File: config.mk
export PLATFORM = sky130hd
export DESIGN_NAME = signal_window_fetch_flat
export DESIGN_NICKNAME = d
export VERILOG_FILES = /design/src/rtl/signal_window_fetch_if.sv /design/src/rtl/signal_window_fetch.sv /design/src/flat_wrapper.sv
export SDC_FILE = /design/constraint.sdc
export NUM_CORES = 1
export LEC_CHECK = 0
export ABC_AREA = 1
export ABC_CLOCK_PERIOD_IN_PS = 6810
export BUFFER_PORTS_ARGS = -buffer_cell sky130_fd_sc_hd__buf_4
export CELL_PAD_IN_SITES_DETAIL_PLACEMENT = 0
export CELL_PAD_IN_SITES_GLOBAL_PLACEMENT = 1
export CORE_UTILIZATION = 37
export CTS_BUF_LIST = sky130_fd_sc_hd__clkbuf_8
export DETAILED_ROUTE_END_ITERATION = 10
export MAX_ROUTING_LAYER = met4
export PLACE_DENSITY_LB_ADDON = 0.1
export SYNTH_ARGS = -nofsm -noshare
export SYNTH_HDL_FRONTEND = slang
export SYNTH_SLANG_ARGS = --single-unit
File: constraint.sdc
create_clock -name Clk -period 6.81 [get_ports Clk]
set_clock_uncertainty 0.2 [all_clocks]
set_input_delay 0.3405 -clock Clk [delete_from_list [all_inputs] [get_ports Clk]]
set_output_delay 0.3405 -clock Clk [all_outputs]
set_load 0.01 [all_outputs]
File: src/rtl/signal_window_fetch_if.sv
// Read-bank port and window stream of signal_window_fetch.
// Handshake: a window transfers on a rising Clk edge where out_valid && out_ready are both high;
// once out_valid rises, it and the whole window stay unchanged until that transfer.
// rd_data must be valid during the cycle after the one in which rd_en is high.
interface signal_window_fetch_if #(
  parameter int SIGNAL_bits = 16,
  parameter int ADDR_bits   = 19
);
  logic                        rd_en;
  logic [ADDR_bits-1:0]        rd_addr;
  logic [SIGNAL_bits-1:0]      rd_data;
  logic                        out_valid;
  logic                        out_ready;
  logic [7:0][SIGNAL_bits-1:0] surrounding_signals;
  logic [7:0]                  border_mask;
  logic [SIGNAL_bits-1:0]      curSignal;
  logic [ADDR_bits-1:0]        writeLoc;

  modport master (
    output rd_en, rd_addr, out_valid, surrounding_signals, border_mask, curSignal, writeLoc,
    input  rd_data, out_ready
  );

  modport slave (
    input  rd_en, rd_addr, out_valid, surrounding_signals, border_mask, curSignal, writeLoc,
    output rd_data, out_ready
  );
endinterface

File: src/rtl/signal_window_fetch.sv
// Row-major 3x3 window fetch over the signal grid with a 3-column sliding window.
// Optional macro SIGNAL_WINDOW_BORDER_MIRROR_EN: out-of-grid neighbours replicate the centre value.
module signal_window_fetch #(
  parameter int GRID_W      = 640,
  parameter int GRID_H      = 480,
  parameter int SIGNAL_bits = 16,
  parameter int ADDR_bits   = $clog2(GRID_W*GRID_H)
) (
  input  logic       Clk,
  input  logic       Reset_n,
  input  logic       start,
  output logic       busy,
  output logic       sweep_done,
  output logic [2:0] dbg_state,
  signal_window_fetch_if.master bus
);
  localparam int XW = $clog2(GRID_W);
  localparam int YW = $clog2(GRID_H);
  localparam logic [XW-1:0]        X_LAST   = XW'(GRID_W - 1);
  localparam logic [YW-1:0]        Y_LAST   = YW'(GRID_H - 1);
  localparam logic [ADDR_bits-1:0] ROW_STEP = ADDR_bits'(GRID_W);
  localparam logic [ADDR_bits-1:0] ONE      = ADDR_bits'(1);

  typedef enum logic [2:0] {
    IDLE     = 3'd0,
    LOAD_ROW = 3'd1,
    LOAD_COL = 3'd2,
    EMIT     = 3'd3,
    DONE     = 3'd4
  } state_t;

  state_t                 state;
  logic [XW-1:0]          x;
  logic [YW-1:0]          y;
  logic [ADDR_bits-1:0]   cell_addr;
  logic [1:0]             ld_slot, ld_row;
  logic                   cap_en;
  logic [1:0]             cap_slot, cap_row;
  // win[column slot][row]: slot 0/1/2 = x-1/x/x+1, row 0/1/2 = y-1/y/y+1
  logic [SIGNAL_bits-1:0] win     [3][3];
  logic [SIGNAL_bits-1:0] win_nxt [3][3];
  logic [SIGNAL_bits-1:0] fill_val;
  logic [7:0]             mask_now;
  logic                   top, bot, lft, rgt;

  assign dbg_state = state;

  function automatic logic [1:0] first_row(input logic [YW-1:0] yy);
    return (yy == '0) ? 2'd1 : 2'd0;
  endfunction

  function automatic logic [1:0] last_row(input logic [YW-1:0] yy);
    return (yy == Y_LAST) ? 2'd1 : 2'd2;
  endfunction

  // Only in-grid neighbours are ever read, so modular address arithmetic is exact.
  function automatic logic [ADDR_bits-1:0] nb_addr(input logic [ADDR_bits-1:0] base,
                                                   input logic [1:0] slot,
                                                   input logic [1:0] row);
    logic [ADDR_bits-1:0] a;
    a = base;
    if (row == 2'd0)      a = a - ROW_STEP;
    else if (row == 2'd2) a = a + ROW_STEP;
    if (slot == 2'd2)      a = a + ONE;
    else if (slot == 2'd0) a = a - ONE;
    return a;
  endfunction

  // The final read of a load lands on the same edge that enters EMIT.
  always_comb begin
    for (int c = 0; c < 3; c++) begin
      for (int r = 0; r < 3; r++) begin
        win_nxt[c][r] = win[c][r];
      end
    end
    if (cap_en) win_nxt[cap_slot][cap_row] = bus.rd_data;
  end

  always_comb begin
    top      = (y == '0);
    bot      = (y == Y_LAST);
    lft      = (x == '0);
    rgt      = (x == X_LAST);
    mask_now = {bot | rgt, bot, bot | lft, rgt, lft, top | rgt, top, top | lft};
`ifdef SIGNAL_WINDOW_BORDER_MIRROR_EN
    fill_val = win_nxt[1][1];
`else
    fill_val = '0;
`endif
  end

  always_ff @(posedge Clk or negedge Reset_n) begin
    if (!Reset_n) begin
      state                   <= IDLE;
      x                       <= '0;
      y                       <= '0;
      cell_addr               <= '0;
      ld_slot                 <= '0;
      ld_row                  <= '0;
      cap_en                  <= 1'b0;
      cap_slot                <= '0;
      cap_row                 <= '0;
      busy                    <= 1'b0;
      sweep_done              <= 1'b0;
      bus.rd_en               <= 1'b0;
      bus.rd_addr             <= '0;
      bus.out_valid           <= 1'b0;
      bus.surrounding_signals <= '0;
      bus.border_mask         <= '0;
      bus.curSignal           <= '0;
      bus.writeLoc            <= '0;
      for (int c = 0; c < 3; c++) begin
        for (int r = 0; r < 3; r++) begin
          win[c][r] <= '0;
        end
      end
    end else begin
      sweep_done <= 1'b0;
      cap_en     <= bus.rd_en;
      cap_slot   <= ld_slot;
      cap_row    <= ld_row;
      win        <= win_nxt;
      case (state)
        IDLE: begin
          if (start) begin
            busy        <= 1'b1;
            x           <= '0;
            y           <= '0;
            cell_addr   <= '0;
            state       <= LOAD_ROW;
            // Column x-1 is off-grid at row start, so the scan begins at slot 1.
            ld_slot     <= 2'd1;
            ld_row      <= first_row('0);
            bus.rd_en   <= 1'b1;
            bus.rd_addr <= nb_addr('0, 2'd1, first_row('0));
          end
        end
        LOAD_ROW, LOAD_COL: begin
          if (bus.rd_en) begin
            if (ld_row != last_row(y)) begin
              ld_row      <= ld_row + 2'd1;
              bus.rd_addr <= nb_addr(cell_addr, ld_slot, ld_row + 2'd1);
            end else if (state == LOAD_ROW && ld_slot == 2'd1) begin
              ld_slot     <= 2'd2;
              ld_row      <= first_row(y);
              bus.rd_addr <= nb_addr(cell_addr, 2'd2, first_row(y));
            end else begin
              bus.rd_en <= 1'b0;
            end
          end else begin
            state                      <= EMIT;
            bus.out_valid              <= 1'b1;
            bus.writeLoc               <= cell_addr;
            bus.border_mask            <= mask_now;
            bus.curSignal              <= win_nxt[1][1];
            bus.surrounding_signals[0] <= mask_now[0] ? fill_val : win_nxt[0][0];
            bus.surrounding_signals[1] <= mask_now[1] ? fill_val : win_nxt[1][0];
            bus.surrounding_signals[2] <= mask_now[2] ? fill_val : win_nxt[2][0];
            bus.surrounding_signals[3] <= mask_now[3] ? fill_val : win_nxt[0][1];
            bus.surrounding_signals[4] <= mask_now[4] ? fill_val : win_nxt[2][1];
            bus.surrounding_signals[5] <= mask_now[5] ? fill_val : win_nxt[0][2];
            bus.surrounding_signals[6] <= mask_now[6] ? fill_val : win_nxt[1][2];
            bus.surrounding_signals[7] <= mask_now[7] ? fill_val : win_nxt[2][2];
          end
        end
        EMIT: begin
          if (bus.out_ready) begin
            bus.out_valid <= 1'b0;
            if (x != X_LAST) begin
              x         <= x + XW'(1);
              cell_addr <= cell_addr + ONE;
              state     <= LOAD_COL;
              ld_slot   <= 2'd2;
              ld_row    <= first_row(y);
              for (int r = 0; r < 3; r++) begin
                win[0][r] <= win[1][r];
                win[1][r] <= win[2][r];
              end
              // The new right-hand column is off-grid for the last cell of a row.
              bus.rd_en <= ((x + XW'(1)) != X_LAST);
              if ((x + XW'(1)) != X_LAST)
                bus.rd_addr <= nb_addr(cell_addr + ONE, 2'd2, first_row(y));
            end else if (y != Y_LAST) begin
              x           <= '0;
              y           <= y + YW'(1);
              cell_addr   <= cell_addr + ONE;
              state       <= LOAD_ROW;
              ld_slot     <= 2'd1;
              ld_row      <= 2'd0;
              bus.rd_en   <= 1'b1;
              bus.rd_addr <= nb_addr(cell_addr + ONE, 2'd1, 2'd0);
            end else begin
              state      <= DONE;
              busy       <= 1'b0;
              sweep_done <= 1'b1;
            end
          end
        end
        DONE: begin
          state <= IDLE;
        end
        default: begin
          state <= IDLE;
        end
      endcase
    end
  end
endmodule

File: src/flat_wrapper.sv
// flat-port wrapper written by rule: the top's interface ports become plain ports
module signal_window_fetch_flat 
#(
  parameter int GRID_W      = 640,
  parameter int GRID_H      = 480,
  parameter int SIGNAL_bits = 16,
  parameter int ADDR_bits   = $clog2(GRID_W*GRID_H)
)
  (Clk, Reset_n, start, busy, sweep_done, dbg_state, bus_rd_en, bus_rd_addr, bus_out_valid, bus_surrounding_signals, bus_border_mask, bus_curSignal, bus_writeLoc, bus_rd_data, bus_out_ready);
  signal_window_fetch_if #(.SIGNAL_bits(SIGNAL_bits), .ADDR_bits(ADDR_bits)) bus_i ();
  input  logic Clk;
  input  logic Reset_n;
  input  logic start;
  output logic busy;
  output logic sweep_done;
  output logic [2:0] dbg_state;
  output wire logic [$bits(bus_i.rd_en)-1:0] bus_rd_en;
  output wire logic [$bits(bus_i.rd_addr)-1:0] bus_rd_addr;
  output wire logic [$bits(bus_i.out_valid)-1:0] bus_out_valid;
  output wire logic [$bits(bus_i.surrounding_signals)-1:0] bus_surrounding_signals;
  output wire logic [$bits(bus_i.border_mask)-1:0] bus_border_mask;
  output wire logic [$bits(bus_i.curSignal)-1:0] bus_curSignal;
  output wire logic [$bits(bus_i.writeLoc)-1:0] bus_writeLoc;
  input wire logic [$bits(bus_i.rd_data)-1:0] bus_rd_data;
  input wire logic [$bits(bus_i.out_ready)-1:0] bus_out_ready;
  assign bus_rd_en = bus_i.rd_en;
  assign bus_rd_addr = bus_i.rd_addr;
  assign bus_out_valid = bus_i.out_valid;
  assign bus_surrounding_signals = bus_i.surrounding_signals;
  assign bus_border_mask = bus_i.border_mask;
  assign bus_curSignal = bus_i.curSignal;
  assign bus_writeLoc = bus_i.writeLoc;
  assign bus_i.rd_data = bus_rd_data;
  assign bus_i.out_ready = bus_out_ready;
  signal_window_fetch #(.GRID_W(GRID_W), .GRID_H(GRID_H), .SIGNAL_bits(SIGNAL_bits), .ADDR_bits(ADDR_bits)) u_core (.Clk(Clk), .Reset_n(Reset_n), .start(start), .busy(busy), .sweep_done(sweep_done), .dbg_state(dbg_state), .bus(bus_i));
endmodule
==> run metrics, run 1 <==
PD cells roughly 460 nW/um2; Critical Path Source u_core.dbg_state[2]$_DFFE_PN0P_; Startpoint Class flip-flop; Tot GR Track Use approximately a quarter; number of nets with antenna violations after routing 0; r2r startpoint u_core.dbg_state[2]$_DFFE_PN0P_; Period minus WS final 4180 ps; CP Capture Type flip-flop; CTS sink cnt 388; pin count of the biggest net entering global routing roughly 160; Pwr Total 0.0105 W; CTS max path bufs 3; nets 2641; RSZ-0062 raised after global routing no; IO buf count 216; Hold Vio Cnt, Final 0; Worst Path Required around 7100 ps; Final WS setup 2630 ps; Mapped Area around 19000 um2; H-tree levels 3; vias in the first global route about 16000; slew margin rel. 16.9%; CP Data Arrival Time 4480 ps; net switching power 0.00440 W; hold path start start; first-pass GRT wire length 100 mm; drt pass-1 iters 6; internal power 0.00613 W; gpl congestion around 0.9; Root Driver clkbuf_8; max-slew violation count 0; EDFF count, synth 0; Initial Util a little under two fifths; Worst Hold Class input port to flip-flop; Synth Net Count approximately 2400; CP max FO 79; TritonCTS clock tree done; final instance area 22800 um2; Reg clk slew, reported paths roughly 60 ps; DIE AREA 53000 um2; setup bufs post-CTS 0; # resized after CTS 0; Final setup viols 0; Core Util, Final 44.4%; most used flip-flop cell after synthesis dfrtp_1; synthesized area per cell 8.01 um2; Clk pwr share between 20% and 30%; synth-to-layout area growth 18.6%; switching fraction of total power 41.8%; Cell variety after synth 56; register area share after synthesis 50.4%; critical path class flip-flop to flip-flop; Post-Route WL 65.0 mm; Yosys warnings 0; worst skew pair latency 650 ps; Post-synth ARST share 100%; Comb power frac roughly 42%; pre-CTS worst setup slack 2670 ps; dpl cell area 21400 um2; f_max around 240 MHz; Boundary Pins 217; pin slew with the least headroom to its limit roughly 1200 ps; Initial DRC Count ~1500; DRC Markers 0; leakage 11.3 nW; status complete, no violations; initial antenna violation count 0; cell row count between 80 and 90; Core Footprint between 50000 and 60000 um2; Seq pwr share 37.2%; Synth Instances ~2400; grt total ovfl 0; Max IR drop VDD 221 uV; Max Cap Viol 0; Inserted Clock Buffers 69; chip width 230 um; setup TNS 0 ps; via count 17157; crit share post-route approximately three fifths; Final HPWL DP between 40 and 50 mm; DIE HEIGHT 230 um; flip-flop and latch count after synthesis 388; # fillers ~5200; vias per inst around 5.1; layout cells sized above 1 between 10% and 20%; wire per inst 19.5 um
==> sequential cells by signal, indices dropped and copies added, names as in the netlist <==
register,cells
u_core.win,144
u_core.bus.surrounding_signals,128
u_core.bus.rd_addr,19
u_core.bus.writeLoc,19
u_core.cell_addr,19
u_core.bus.curSignal,16
u_core.x,10
u_core.y,9
u_core.bus.border_mask,8
u_core.dbg_state,3
u_core.cap_row,2
u_core.cap_slot,2
u_core.ld_row,2
u_core.ld_slot,2
u_core.bus.out_valid,1
u_core.bus.rd_en,1
u_core.busy,1
u_core.cap_en,1
u_core.sweep_done,1
==> critical path, stage by stage (launching register included) <==
cell,delay [ps]
dfrtp_1,420
nand3b_1,170
nand2_1,450
inv_2,490
nor2_2,50
buf_4,270
inv_6,470
nand3_1,260
inv_1,180
nand2_4,150
inv_2,390
o21ai_0,170
o22ai_1,150
inv_1,60
==> routing by layer <==
layer / track usage, % / vias to the layer above / wire length [um]
li1: - / 8313 / -
met4: 7.49 / 0 / 1220
met2: 37.5 / 498 / 29300
met5: - / - / 0
met1: 36.7 / 8270 / 31200
met3: 3.41 / 76 / 3220
==> synth_stat cells, drive strengths merged (2+ instances only) <==
master  count  area [um2]
clkinv     20        76.3
dfrtp     388        9710
inv       216         811
a21boi      3        26.3
clkbuf     67         255
o22ai      27         169
o21a       51         383
o221ai      2        17.5
a21oi     182         915
nand3     151         821
nor3       18         105
nor2      292        1220
ha         16         200
or2         3        18.8
a31oi      16         100
buf        34         183
nand2     585        2290
o21ai     250        1270
xor2       17         149
mux2       16         180
o31ai       3        22.5
nand4      26         163
o211ai      5        37.5
nand3b      5        37.5
==> power by group through the flow <==
stage | registers (W) | clock network (W) | logic [W]
final | 0.00392 | 0.00217 | 0.00444
after detailed placement | 0.00396 | 0 | 0.00445
after floorplan | 0.00392 | 0 | 0.00258
after global routing | 0.00402 | 0.00234 | 0.00499
after CTS | 0.00393 | 0.00223 | 0.00448
after global placement | 0.00394 | 0 | 0.00442
==> per-stage QoR <==
stage / std cells / hold slack (ps)
6_report: 3335 / 92.1
5_1_grt: 3334 / 125
4_1_cts: 3334 / 65.6
3_5_place_dp: 3211 / 272
3_3_place_gp: 3211 / 258
2_1_floorplan: 2405 / -155
==> cell families (layout without fill, tap and decap cells) <==
logic type	after synthesis	count (layout)	synth area share (%)
flops	388	388	50.4
other cells	0	1	0
compound gates	546	546	15.6
xor+xnor	18	18	0.818
simple gates	1084	1084	24.4
mux	16	16	0.935
buf+inv	337	586	6.88
fa+ha+maj	16	16	1.04
==> final timing paths <==
path / to / cells past startpoint / slack [ps]
hold / removal: u_core.dbg_state[0]$_DFFE_PN0P_ / 5 / 90
min in group asynchronous: u_core.bus.surrounding_signals[89]$_DFFE_PN0P_ / 2 / 200
hold reg to reg: u_core.cap_row[1]$_DFF_PN0_ / 0 / 280
max in group asynchronous: u_core.bus.rd_addr[13]$_DFFE_PN0P_ / 3 / 4630
setup / recovery: u_core.bus.rd_addr[9]$_DFFE_PN0P_ / 13 / 2630
setup reg to reg: u_core.bus.rd_addr[9]$_DFFE_PN0P_ / 13 / 2630
==> layout make-up <==
cell class | count | area, um2 | share of cell area, %
clock buffer | 91 | 1250 | 5.48
clock inverter | 29 | 126 | 0.553
timing repair buffer | 230 | 1770 | 7.74
sequential | 388 | 9710 | 42.5
antenna | 1 | 2.50 | 0.0110
inverter | 236 | 892 | 3.91
multi-input combinational | 1680 | 8240 | 36.1
tap | 680 | 851 | 3.73
==> layout by cell type (no fill, tap or decap), types with 13 or more instances in the layout <==
cell and count:
xor2_1 17, ha_1 16, nor2_2 13, dfrtp_1 388, mux2_2 16, nand2_1 557, buf_4 224, nand2_2 21
o21a_1 51, clkinv_1 19, nor3_1 15, nor2_1 267, a31oi_1 16, o22ai_1 27, inv_1 219, nand4_1 26
nand3_1 141, inv_2 20, a21oi_1 181, clkbuf_8 91, o21ai_0 238
==> what timing repair did <==
action	CTS	global route
hold buffers	3	0
endpoints found under the setup margin	0	0
hold endpoints to repair	122	0
Power figures use the tool's default switching activity.
==> inputs of run 2 (changes only) <==
- ABC_AREA: 1 -> 0
- ABC_CLOCK_PERIOD_IN_PS: 6810 -> 3600
- clock period: 6.81 -> 3.6 ns (I/O delays scaled with it)
==> run metrics, run 2 <==
compound-cell area share of the yosys netlist between 10% and 20%; vias in the first global route around 16000; number of flip-flops in the largest register 144; mux contribution to synthesized area between 8 and 9%; area of the multi-input gates 8860 um2; critical path class flip-flop to flip-flop; most flop-heavy register u_core.win; Initial DRC Count 1068; Pwr Total around 0.018 W; met3 WL 2.54 mm; DR top layer met4; CP Capture Type flip-flop; Tot GR Track Use 25.0%; via count 15983; Yosys top cell by area dfrtp_1; synthesized area per cell around 9.7 um2; Hold Vio Cnt, Final 0; commonest non-fill, non-tap cell in the layout dfrtp_1; Mapped Area between 15000 and 20000 um2; Worst Hold Class input port to flip-flop; flip-flop and latch count after synthesis 388; grt total ovfl 0; layout cells sized above 1 roughly a quarter; worst skew pair latency 650 ps; gpl congestion approximately 0.91; pin slew with the least headroom to its limit 1090 ps; Startpoint Class flip-flop; Boundary Pins 217; Comb power frac 39.1%; PD cells 759 nW/um2; internal power 0.0112 W; max-slew violation count 0; number of nets with antenna violations after routing 0; Period minus WS final 3500 ps; f_max 286 MHz; Clk pwr share a little under a quarter; Core Footprint 50500 um2; crit share post-route a little over nine tenths; vias per inst 5.34; DRC Markers 0; FF/Latch Area 9710 um2; wl on met1 28.6 mm; net switching power 0.00697 W; Final HPWL DP 45.0 mm; Initial Util 37.7%; most frequent cells in the layout dfrtp_1, buf_4, nand2_1; largest family of logic cells by synthesized area simple AND/OR/NAND/NOR gates; Max IR drop VDD 326 uV; Inserted Clock Buffers 71; pre-CTS worst setup slack 21.4 ps; EDFF count, synth 0; Max Cap Viol 0; Final WS setup about 100 ps; Seq pwr share about 38%; synth-to-layout area growth 25.7%; Largest regs u_core.win (144), u_core.bus.surrounding_signals (128); # fillers 4905; switching fraction of total power 38.3%; register area share after synthesis 51.0%; drt pass-1 iters 5; Post-Route WL roughly 63 mm; Reg clk slew, reported paths 60 ps; Synth Net Count 2000; CTS sink cnt around 390; Inserted Diodes 0; Post-synth ARST share 100%; Synth Instances 1964; RSZ-0062 raised after global routing yes; most used flip-flop cell after synthesis dfrtp_1; IO buf count roughly 220; leakage approximately 11 nW; status complete, no violations; CP max FO 6; CP Data Arrival Time 3820 ps; Synth Area in Simple Gates 16.8%; nets ~2300; DIE AREA between 50000 and 60000 um2; cell row count 82; slew margin rel. 27.2%; Synth top cells by count dfrtp_1, nand2_1, nor2_1; count leader, synth dfrtp_1; Synth Area in XOR/XNOR 4.53%; Final setup viols 0; CTS max path bufs 3; wire per inst 21.1 um; H-tree levels 3; initial antenna violation count 0; first-pass GRT wire length 97.7 mm; chip width 229 um; TritonCTS clock tree done; synth top area cells dfrtp_1, mux2i_1, nand2_1; post-synth top area share approximately 51%; met2 wire length 30.3 mm; Adder-Cell Fraction of Synth Area 1.05%; Root Driver clkbuf_8; Worst Path Required 3930 ps; pin count of the biggest net entering global routing a little under 90; DIE HEIGHT 229 um; Yosys warnings 0; Cell variety after synth between 90 and 100
run 2: cell types whose count changed after synthesis, moves of 55 or more:
cell / previous run / this run
inv_1: 195 / 17
mux2i_1: 0 / 104
nand2_1: 558 / 268
xnor2_1: 1 / 56
nand3_1: 141 / 47
o21ai_0: 238 / 178
nor2_1: 269 / 199
run 2: through the flow:
stage / TNS [ps] / hold WS, ps / util, % / cell area (um2) / std cells
3_5_place_dp: 0 / 26.4 / 43.9 / 22200 / 2851
6_report: 0 / 190 / 47.4 / 23900 / 2994
4_1_cts: 0 / 123 / 47.1 / 23800 / 2990
3_3_place_gp: 0 / 28.2 / 43.9 / 22200 / 2851
2_1_floorplan: -70.7 / -316 / - / 19100 / 1964
5_1_grt: -158 / 157 / 47.4 / 23900 / 2994
run 2: worst paths after layout:
kind,start,to,slack [ps],depth (start not counted)
worst max-delay path,u_core.cell_addr[5]$_DFFE_PN0P_,u_core.bus.rd_addr[14]$_DFFE_PN0P_,100,13
worst min register to register,u_core.bus.surrounding_signals[74]$_DFFE_PN0P_,u_core.bus.surrounding_signals[74]$_DFFE_PN0P_,270,2
min in group asynchronous,Reset_n,u_core.bus.surrounding_signals[83]$_DFFE_PN0P_,520,4
worst max register to register,u_core.cell_addr[5]$_DFFE_PN0P_,u_core.bus.rd_addr[14]$_DFFE_PN0P_,100,13
worst min-delay path,bus_out_ready,u_core.dbg_state[2]$_DFFE_PN0P_,190,3
max in group asynchronous,Reset_n,u_core.bus.writeLoc[10]$_DFFE_PN0P_,2200,4
run 2: timing repair:
item | in CTS | in global routing
gates resized for setup | 0 | 24
buffers inserted | 0 | 4
hold buffers | 21 | 0
endpoints found under the setup margin | 0 | 15
endpoints found under the hold margin | 690 | 0
run 2: cell families after synthesis:
group | Yosys count
xor+xnor | 97
compound gates | 465
mux | 154
fa+ha+maj | 16
flops | 388
simple gates | 684
buf+inv | 160
run 2: critical path, stage by stage (launching register included):
cell and delay, ps:
dfrtp_1 430, and4_1 280, nand3_2 110, xnor2_2 160, ha_2 220, or4_4 550
nand2_4 120, nand3_2 80, mux2i_4 210, nor2_2 60, or4_1 550, and4_1 210
o21ai_1 110, a31oi_1 90
run 2: cell type report:
| type | count | area share (%) |
|---|---|---|
| clock inverter | 28 | 0.690 |
| tap | 672 | 3.51 |
| timing repair buffer | 381 | 12.7 |
| sequential | 388 | 40.6 |
| multi-input combinational | 1416 | 37.0 |
| inverter | 19 | 0.298 |
| clock buffer | 90 | 5.17 |
run 2: power groups by stage:
stage	clock network (W)	registers [W]	logic [W]
5_1_grt	0.00451	0.00705	0.00786
3_3_place_gp	0	0.00689	0.00707
4_1_cts	0.00433	0.00687	0.00716
3_5_place_dp	0	0.00694	0.00712
2_1_floorplan	0	0.00696	0.00385
6_report	0.00421	0.00686	0.00711
run 2: layer usage:
metal,global-route usage (%),vias up
met3,4.03,106
met2,39.9,380
met4,8.00,0
met1,32.4,7969
li1,-,7528
met5,-,-
==> inputs of run 3 (changes only) <==
--- a/config.mk
+++ b/config.mk
@@ -7,3 +7,3 @@
 export LEC_CHECK = 0
-export ABC_AREA = 0
+export ABC_AREA = 1
 export ABC_CLOCK_PERIOD_IN_PS = 3600
@@ -17,2 +17,3 @@
 export PLACE_DENSITY_LB_ADDON = 0.1
+export SKIP_CTS_REPAIR_TIMING = 1
 export SYNTH_ARGS = -nofsm -noshare
--- a/constraint.sdc
+++ b/constraint.sdc
@@ -4,2 +4,2 @@
 set_output_delay 0.18 -clock Clk [all_outputs]
-set_load 0.01 [all_outputs]
+set_load 0.02 [all_outputs]
==> run metrics, run 3 (synthesis results as in run 1) <==
synth-to-layout area growth 21.6%; worst skew pair latency ~660 ps; Reg-to-Reg End u_core.bus.rd_addr[16]$_DFFE_PN0P_; IO buf count ~220; TritonCTS clock tree done; chip width 230 um; Finished Layout Cells ~3400; Reg2Reg Depth 17; pin slew with the least headroom to its limit 1150 ps; CP Capture Type flip-flop; Root Driver clkbuf_8; met2 wire length 30.6 mm; WHS between 10 and 15 ps; H-tree levels 3; setup TNS 0 ps; number of flip-flops in the largest register 144; most frequent cells in the layout nand2_1, dfrtp_1, buf_4; wl on met1 30.9 mm; pin count of the biggest net entering global routing 88; DRC Markers 0; first-pass GRT wire length between 100 and 150 mm; Setup crit end u_core.bus.rd_addr[16]$_DFFE_PN0P_; Startpoint Class flip-flop; Max IR drop VDD 480 uV; Critical Path Source u_core.y[0]$_DFFE_PN0P_; leakage 11.7 nW; DIE HEIGHT approximately 230 um; drt pass-1 iters 5; wire per inst roughly 19 um; Max Cap Viol 0; gpl congestion 0.928; CP Data Arrival Time ~3700 ps; f_max 299 MHz; Placed Cells 3272; nets between 2000 and 3000; Initial Util a little under two fifths; Worst Hold Class input port to flip-flop; vias per inst 5.12; RSZ-0062 raised after global routing no; slew margin rel. between 20% and 30%; Hold Vio Cnt, Final 0; Final HPWL DP 47.2 mm; met3 WL 3.52 mm; most flop-heavy register u_core.win; Final setup viols 0; grt total ovfl 0; Largest regs u_core.win (144), u_core.bus.surrounding_signals (128); commonest non-fill, non-tap cell in the layout nand2_1; Tot GR Track Use 25.7%; Inserted Clock Buffers 73; Initial DRC Count roughly 1400; CTS sink cnt 388; via count 17418; Core Util, Final 45.6%; number of nets with antenna violations after routing 0; status complete, no violations; vias in the first global route 16692; r2r startpoint u_core.y[0]$_DFFE_PN0P_; Core Footprint 51400 um2; PD cells 901 nW/um2; Boundary Pins 217; cell row count 83; CP max FO 7; r2r setup slk 250 ps; critical path class flip-flop to flip-flop; Reg clk slew, reported paths around 60 ps; Post-Route WL 66.2 mm; layout cells sized above 1 approximately 18%; DIE AREA 53000 um2; CTS max path bufs 3; max-slew violation count 0; crit share post-route 92.9%; DR top layer met4; Period minus WS final 3350 ps; initial antenna violation count 2; Worst Path Required ~4000 ps
## run 3: changes by cell type in the layout (fill, tap and decap cells not counted), moves of 70 or more
cell / change
buf_4: -70
nand3_1: +96
mux2i_1: -104
nor2_1: +72
nand2_1: +291
inv_1: +180
## run 3: worst max-delay path: stages, from the launching register on
cell	delay [ps]
dfrtp_1	400
inv_1	100
ha_1	170
nand2_1	50
nor2_1	250
nand2_1	300
buf_4	250
a31oi_1	250
buf_4	170
nand2_1	80
nor2_1	260
nand2_1	110
or2_0	210
nand3_1	70
nand3_1	170
nand3_1	140
nand2_1	50
nand2_1	50
## run 3: worst min-delay path by stage
stage	start	endpoint	slack [ps]	cells after the start
global route	bus_rd_data[12]	u_core.win[12]$_DFF_PN0_	8	4
CTS	Reset_n	u_core.win[90]$_DFF_PN0_	-720	1
detailed placement	Reset_n	u_core.win[99]$_DFF_PN0_	10	1
floorplan	Reset_n	u_core.bus.border_mask[0]$_DFFE_PN0P_	-320	0
finish	bus_rd_data[12]	u_core.win[12]$_DFF_PN0_	10	4
global placement	Reset_n	u_core.win[99]$_DFF_PN0_	10	1
## run 3: through the flow
stage	power (W)	area [um2]	worst slack (ps)
after floorplan	0.0130	19300	741
after global placement	0.0169	21900	292
after detailed placement	0.0170	21900	261
after CTS	0.0213	23300	254
after global routing	0.0226	23400	17.3
final	0.0211	23400	254
## run 3: power by group
group / internal (W) / switching, W / total (W)
registers: 0.00618 / 0.00118 / 0.00735
logic: 0.00347 / 0.00614 / 0.00961
clock network: 0.00217 / 0.00196 / 0.00413
## run 3: layout make-up
type                    instances  area, um2
fillers                      5268      28000
flip-flops and latches        388       9710
multi-input cells            1680       8240
repair buffers                297       2360
clock buffers                  86       1180
inverters                     236        892
well taps                     680        851
clock inverters                34        183
diodes                          2       5.00
## run 3: metal layers
layer | up-vias | GRT usage, %
met5 | - | -
met3 | 82 | 3.94
met1 | 8365 | 35.2
li1 | 8450 | -
met2 | 521 | 39.1
met4 | 0 | 7.53
